===== src/rtl/seven_seg_scan.sv =====
// seven_seg_scan: time-multiplexed common-anode seven-segment scanner with load shadows, hex glyphs, leading-zero blanking and guard interval
module seven_seg_scan #(
    parameter int DIGITS      = 6,
    parameter int REFRESH_DIV = 50000,
    parameter int GUARD       = 0,
    parameter bit HEX_EN      = 1'b1
) (
    input  logic                clk,
    input  logic                reset_n,
    input  logic                load,
    input  logic [4*DIGITS-1:0] value,
    input  logic [DIGITS-1:0]   dp_in,
    input  logic                blank_lz,
    output logic [6:0]          seg,
    output logic                dp,
    output logic [DIGITS-1:0]   an
);
    localparam int PW = $clog2(REFRESH_DIV);
    localparam int IW = DIGITS > 1 ? $clog2(DIGITS) : 1;
    localparam logic [6:0] GLYPH [16] = '{
        7'b1000000, 7'b1111001, 7'b0100100, 7'b0110000,
        7'b0011001, 7'b0010010, 7'b0000010, 7'b1111000,
        7'b0000000, 7'b0011000, 7'b0001000, 7'b0000011,
        7'b1000110, 7'b0100001, 7'b0000110, 7'b0001110
    };
    logic [PW-1:0]       pre_q, pre_d;
    logic [IW-1:0]       idx_q, idx_d;
    logic [4*DIGITS-1:0] val_q, val_d;
    logic [DIGITS-1:0]   dp_q, dp_d, an_q, an_d;
    logic [6:0]          seg_q, seg_d;
    logic                dpo_q, dpo_d;
    logic                guard, wrap, supp, zero_run;
    logic [3:0]          code;
    if (GUARD == 0) begin : g_no_guard
        assign guard = 1'b0;
    end else begin : g_guard
        assign guard = pre_q < PW'(GUARD);
    end
    always_comb begin
        wrap  = pre_q == PW'(REFRESH_DIV - 1);
        pre_d = wrap ? '0 : pre_q + 1'b1;
        idx_d = !wrap ? idx_q : (idx_q == IW'(DIGITS - 1)) ? '0 : idx_q + 1'b1;
        val_d = load ? value : val_q;
        dp_d  = load ? dp_in : dp_q;
        code  = val_q[idx_q*4 +: 4];
        // zero_run stays set while every digit from the top down to i is a bare zero
        zero_run = 1'b1;
        supp     = 1'b0;
        for (int i = DIGITS - 1; i > 0; i--) begin
            zero_run = zero_run && (val_q[4*i +: 4] == 4'd0) && !dp_q[i];
            if (IW'(i) == idx_q) supp = zero_run;
        end
        supp  = supp && blank_lz;
        seg_d = (guard || supp || (code > 4'd9 && !HEX_EN)) ? 7'h7F : GLYPH[code];
        dpo_d = guard || supp || !dp_q[idx_q];
        an_d  = guard ? '1 : ~(DIGITS'(1) << idx_q);
    end
    always_ff @(posedge clk) begin
        if (!reset_n) begin
            pre_q <= '0;
            idx_q <= '0;
            val_q <= '0;
            dp_q  <= '0;
            seg_q <= 7'h7F;
            dpo_q <= 1'b1;
            an_q  <= '1;
        end else begin
            pre_q <= pre_d;
            idx_q <= idx_d;
            val_q <= val_d;
            dp_q  <= dp_d;
            seg_q <= seg_d;
            dpo_q <= dpo_d;
            an_q  <= an_d;
        end
    end
    assign seg = seg_q;
    assign dp  = dpo_q;
    assign an  = an_q;
endmodule


===== config.mk =====
export PLATFORM = sky130hd
export DESIGN_NAME = seven_seg_scan
export DESIGN_NICKNAME = d
export VERILOG_FILES = /design/src/rtl/seven_seg_scan.sv
export SDC_FILE = /design/constraint.sdc
export NUM_CORES = 1
export LEC_CHECK = 0
export ABC_AREA = 1
export CAP_MARGIN = 20
export CORE_MARGIN = 2
export CORE_UTILIZATION = 50
export DETAILED_ROUTE_END_ITERATION = 10
export DONT_BUFFER_PORTS = 1
export GPL_TIMING_DRIVEN = 0
export PLACE_DENSITY = 0.68
export SETUP_SLACK_MARGIN = 0.02
export SLEW_MARGIN = 15
export SYNTH_ARGS = -nofsm -noshare
export SYNTH_HDL_FRONTEND = slang
export SYNTH_SLANG_ARGS = --single-unit

===== constraint.sdc =====
create_clock -name clk -period 1.55 [get_ports clk]
set_input_delay 0.31 -clock clk [delete_from_list [all_inputs] [get_ports clk]]
set_output_delay 0.31 -clock clk [all_outputs]
set_load 0.05 [all_outputs]

# Word-level counts from Yosys, hierarchy flattened
# Memory sizes are Yosys's and may differ from the RTL's. A register that Yosys moved wholly into a read port is not among the register bits.
# Index checks and enable logic that the tools add are counted.
op_classes:
  add_sub_neg: 2
  order_cmp: 1
  n_eq_ne: 7
  shift: 2
  mux: 8
  bitwise: 3
  n_reduce_logical: 24
ops:
  columns: ["operator", "count"]
  rows:
  - ["variable part select 24 x 6 -> 4 bit", 1]
  - ["zero test 4 bit", 5]
  - ["adder 16 x 1 -> 16 bit (second input constant)", 1]
  - ["equality test 16 bit (second input constant)", 1]
  - ["logical AND 1 bit", 10]
  - ["equality test 2 x 3 -> 1 bit (first input constant)", 2]
  - ["equality test 3 bit (first input constant)", 2]
  - ["zero test 1 bit", 6]
  - ["two-way mux 1 bit", 6]
  - ["NOT 6 bit", 1]
  - ["left shift 1 x 3 -> 6 bit (first input constant)", 1]
  - ["NOT 4 -> 5 bit", 1]
  - ["< comparator 3 x 4 -> 1 bit (second input constant)", 1]
  - ["OR reduction 2 bit", 2]
  - ["adder 3 x 1 -> 3 bit (second input constant)", 1]
  - ["binary-select mux 1 bit (select 3 bit)", 1]
  - ["equality test 1 x 3 -> 1 bit (first input constant)", 1]
  - ["equality test 3 bit (second input constant)", 1]
  - ["two-way mux 3 bit", 1]
  - ["logical OR 1 bit", 1]
  - ["NOT 1 bit", 1]
word_totals:
  register_bits: 56
  mem_bits_ro: 112
  inputBits: 34
  mem_count: 1
mem_list:
  columns: ["name", "words", "width", "read_ports", "rd_clocked_by_memory_dff", "write_ports", "line_no", "rtl"]
  rows:
  - ["(name not given)", 16, 7, 1, 1, 0, "54", "seg_d = (guard || supp || (code > 4'd9 && !HEX_EN)) ? 7'h7F : GLYPH[code];"]

# Logic depth before layout (Yosys ltp)
logic_depth:
  word_depth: 13
  ltp_mapped: 15
  ltp_nobuf: 14

# Least setup slack after synthesis
# Ideal clock, no wire load.
synth_path:
  path_kind: "reg2reg"
  start: "reg idx_q[1]"
  end: "reg seg_q[3], in the netlist seg[3]"
  setup_time_ns: 0.129
  arrival_time_ns: 1.607
  t_required_ns: 1.421
  slack_ns: -0.186
  path_stages_with_launch: 15
  n_path_buf: 1
  period_less_slack_ns: 1.736
  cell_sequence: "dfxtp_1 -> buf_2 -> inv_4 -> nand2_2 -> nor2_4 -> nand2_1 -> nand2_1 -> inv_1 -> nand2_1 -> inv_1 -> ha_1 -> nand3_1 -> nand2_1 -> nand2_1 -> nand3_1"
synth_between:
  elab_chain_cells: 8
  word_cells_on_any_way: 14
synth_rtl:
  columns: ["element", "line_no", "rtl"]
  rows:
  - ["from (decl)", "27", "logic [IW-1:0] idx_q, idx_d;"]
  - ["from (signal assigned)", "69", "idx_q <= idx_d;"]
  - ["equality test 3 bit", "51", "if (IW'(i) == idx_q) supp = zero_run;"]
  - ["two-way mux 1 bit (5 in series)", "51", null]
  - ["logical AND 1 bit", "53", "supp = supp && blank_lz;"]
  - ["OR reduction 2 bit (no line)", null, null]
  - ["to (decl)", "30", "logic [6:0] seg_q, seg_d;"]
# Parallel ways exist; a longest one is shown, timed or not.
# A chain may end at the register's enable or synchronous reset.

# Final worst setup path
# Ends and elaborated chain as after synthesis.

==> results.cfg <==
[sta]
skew_ns = 0.005081
timing.final.crit_share_pct = 117.2
rsz0062_at_grt = true
relSlewSlack_pct = 63.93
max_slew.worst_pin.slew_ns = 0.5410
layout_setup_ws_ns = -0.2659
finalSetupViolCount = 8
hold_ws_ns = 0.09656
fmax_mhz = 550.7
timing.final.hold_violations = 0
fin_setup_tns_ns = -1.515
min_period_ns = 1.816
drv_slew = 0

[logic_synthesis]
yosys.area_share.simple_pct = 37.29
yosysMostFrequentCell = nand2_1
syn_avg_cell_area_um2 = 6.792
synthTopCellsByArea = dfxtp_1, nand2_1, nor2_1, nand3_1, o21ai_0
synth_flop_cell = dfxtp_1
syn_inst = 448
synth-seq-cells = 63
synth_compound_area_share_pct = 10.61
syn_nets = 489
synthAdderAreaFrac_pct = 2.878
synth_top_family_by_area = simple AND/OR/NAND/NOR gates
ys_warn_count = 0
synth_area_mm2 = 0.003043
synth_xor_area_share_pct = 0
synth_commonest_cells = nand2_1, nor2_1, dfxtp_1, inv_1, nand3_1
yosys.area.top_type = dfxtp_1
synth-edff-count = 0
async_reset_ff_share_pct = 0
seq_area_frac_synth_pct = 41.45
synth_mux_area_share_pct = 0
netlist.area_leader.share_pct = 41.45
synth_cell_types = 33

[finish]
multi_input_area_mm2 = 0.001797
n_fill_cell = 526
final_nets = 528
drive_gt1_share_pct = 23.83
seqCellArea_mm2 = 0.001270
final_area_mm2 = 0.003856
n_antenna_cell = 0
area_growth_pct = 26.73
final_core_util_pct = 65.52

[worst_setup_path]
path_max_fanout = 7
cp-start-kind = register
path_buf_inv = 5
r2r_cells = 15
r2r-end = seg[3]
crit_start = idx_q[1]
crit_family = simple AND/OR/NAND/NOR gates
critical_path.endpoint_type = register
cp.required_ns = 1.77
worstSetupPathDepth = 15
r2r_slack_ns = -0.27
crit_path_frequent_cell = nand2_1
arrival_ns = 2.03
worstSetupEndpoint = seg[3]
worstPathCellList = buf_8 > nor2_4 > nand2_2 > inv_2 > nand2_1 > nand2_1 > inv_2 > nand2_4 > inv_6 > ha_4 > inv_2 > nand2_1 > nand2_1 > nand2_1 > nand3_2
slowest_stage = dfxtp_2
worst-setup-path-type = reg2reg
r2r_start = idx_q[1]
max_stage_delay_ns = 0.32

[pwr]
p_leak_nw = 1.701
ir_drop_mv = 0.6942
power_per_cell_area_mw_per_mm2 = 911.5

[detailed_routing]
drt_first_pass_iters = 4
drt.antenna.violating_nets = 0
via_per_inst = 5.224
vias = 2957
drc_errors = 0
wl_per_cell_um = 13.77
drt_iter0_drc = 150
totalWireLength_um = 7794

[clocking]
cts_tree = done
cts_num_sinks = 63
root_buffer = clkbuf_8
worst_setup_hold_path_clk_slew_ns = 0.07
htree_levels = 3
cts_inserted_buffers = 9
clk_latency_ns = 0.35
cts_max_path_buffers = 2

[place]
gp_congestion = 0.9241
dpl.hpwl_um = 4988
portBuffers = 0
placed_cell_area_mm2 = 0.003179
place_ws_ns = -0.2315

[min_path]
hold_path_class = in2reg

[grt]
grtUsageTotal_pct = 24.06
grt_first_pass_wirelength_um = 12230
grt_max_degree = 11
antenna_found_initial = 0
grt_pass1_vias = 2711
grt_remaining_overflow = 0

[outcome]
status = finished, violations left
violations = negative setup slack

[floorplanning]
die_y_um = 82.01
io_pins = 48
core_mm2 = 0.005886
die_x_um = 82.01
die-area_mm2 = 0.006726
num_rows = 28
start_util_pct = 51.70

[job]
drv_cap = 0
cell usage in the layout, fill, tap and decap left out, types with 2 or more instances in the layout:
cell type / n
nand3_2: 6
nand3b_1: 3
inv_1: 31
a21oi_4: 2
nor3_1: 5
nand4_1: 8
nor2_1: 77
nand2_2: 16
nor4_4: 2
nand3_1: 30
inv_2: 8
buf_4: 22
ha_4: 6
o22ai_1: 2
nor2_4: 4
buf_8: 2
clkbuf_1: 12
a21oi_1: 19
o21ai_0: 34
dfxtp_1: 58
or2_2: 5
clkbuf_8: 12
nor2_2: 2
buf_6: 7
nand2_1: 92
nand2_4: 8
dfxtp_2: 4
power breakdown:
group,internal (mW),total [mW],switching (mW)
Clock,0.706,1.30,0.599
Combinational,0.159,0.382,0.223
Sequential,1.70,1.83,0.127
cell families (layout without fill, tap and decap cells):
kind of cell	after synthesis	in the layout
AOI/OAI and AO/OA	60	60
adders and majority gates	7	7
buffers and inverters	58	101
DFF	63	63
and+or+nand+nor	260	260
metrics by stage:
step	power (mW)	instances
floorplan	2.079	448
global placement	2.145	523
detailed placement	2.153	523
CTS	3.466	548
global route	3.675	566
finish	3.515	566
sequential cells by signal, indices dropped and copies added, names as in the netlist:
register and count:
an 6, dp 1, dp_q 6, idx_q 3
pre_q 16, seg 7, val_q 24
worst min path at each step:
stage	slack (ns)	depth (start not counted)	from	to
2_1_floorplan	0.42	1	pre_q[0]	pre_q[0]
3_3_place_gp	0.43	1	pre_q[0]	pre_q[0]
3_5_place_dp	0.45	2	value[13]	val_q[13]
4_1_cts	0.08	2	value[6]	val_q[6]
5_1_grt	0.09	2	value[10]	val_q[10]
6_report	0.1	2	value[6]	val_q[6]
area by class of cell:
class | count | area share, %
Buffer | 15 | 2.661
Multi-Input combinational cell | 327 | 46.59
Timing Repair Buffer | 28 | 6.230
Clock buffer | 15 | 4.575
Tap cell | 75 | 2.433
Sequential cell | 63 | 32.93
Inverter | 43 | 4.575
routing by layer:
| metal | global-route usage (%) | share of wire, % | up-vias |
|---|---|---|---|
| met3 | 6.923 | 4.0 | 20 |
| met5 | 0 | 0 | - |
| met2 | 38.54 | 46 | 72 |
| li1 | - | - | 1518 |
| met1 | 29.85 | 46 | 1347 |
| met4 | 10.83 | 3.3 | 0 |
worst register-to-register path, stage by stage (launching register included):
cell,delay [ns]
dfxtp_2,0.32
buf_8,0.14
nor2_4,0.15
nand2_2,0.09
inv_2,0.08
nand2_1,0.05
nand2_1,0.06
inv_2,0.05
nand2_4,0.09
inv_6,0.06
ha_4,0.28
inv_2,0.03
nand2_1,0.07
nand2_1,0.07
nand2_1,0.07
nand3_2,0.07
repair_timing:
action / 4_1_cts / 5_1_grt
pin swaps: 10 / 25
setup buffers: 9 / 18
hold buffers: 0 / 0
setup endpoints to repair: 25 / 27
resized for setup: 22 / 52
gates cloned: 1 / 1
Note: power is estimated with default switching activity, not from simulation.
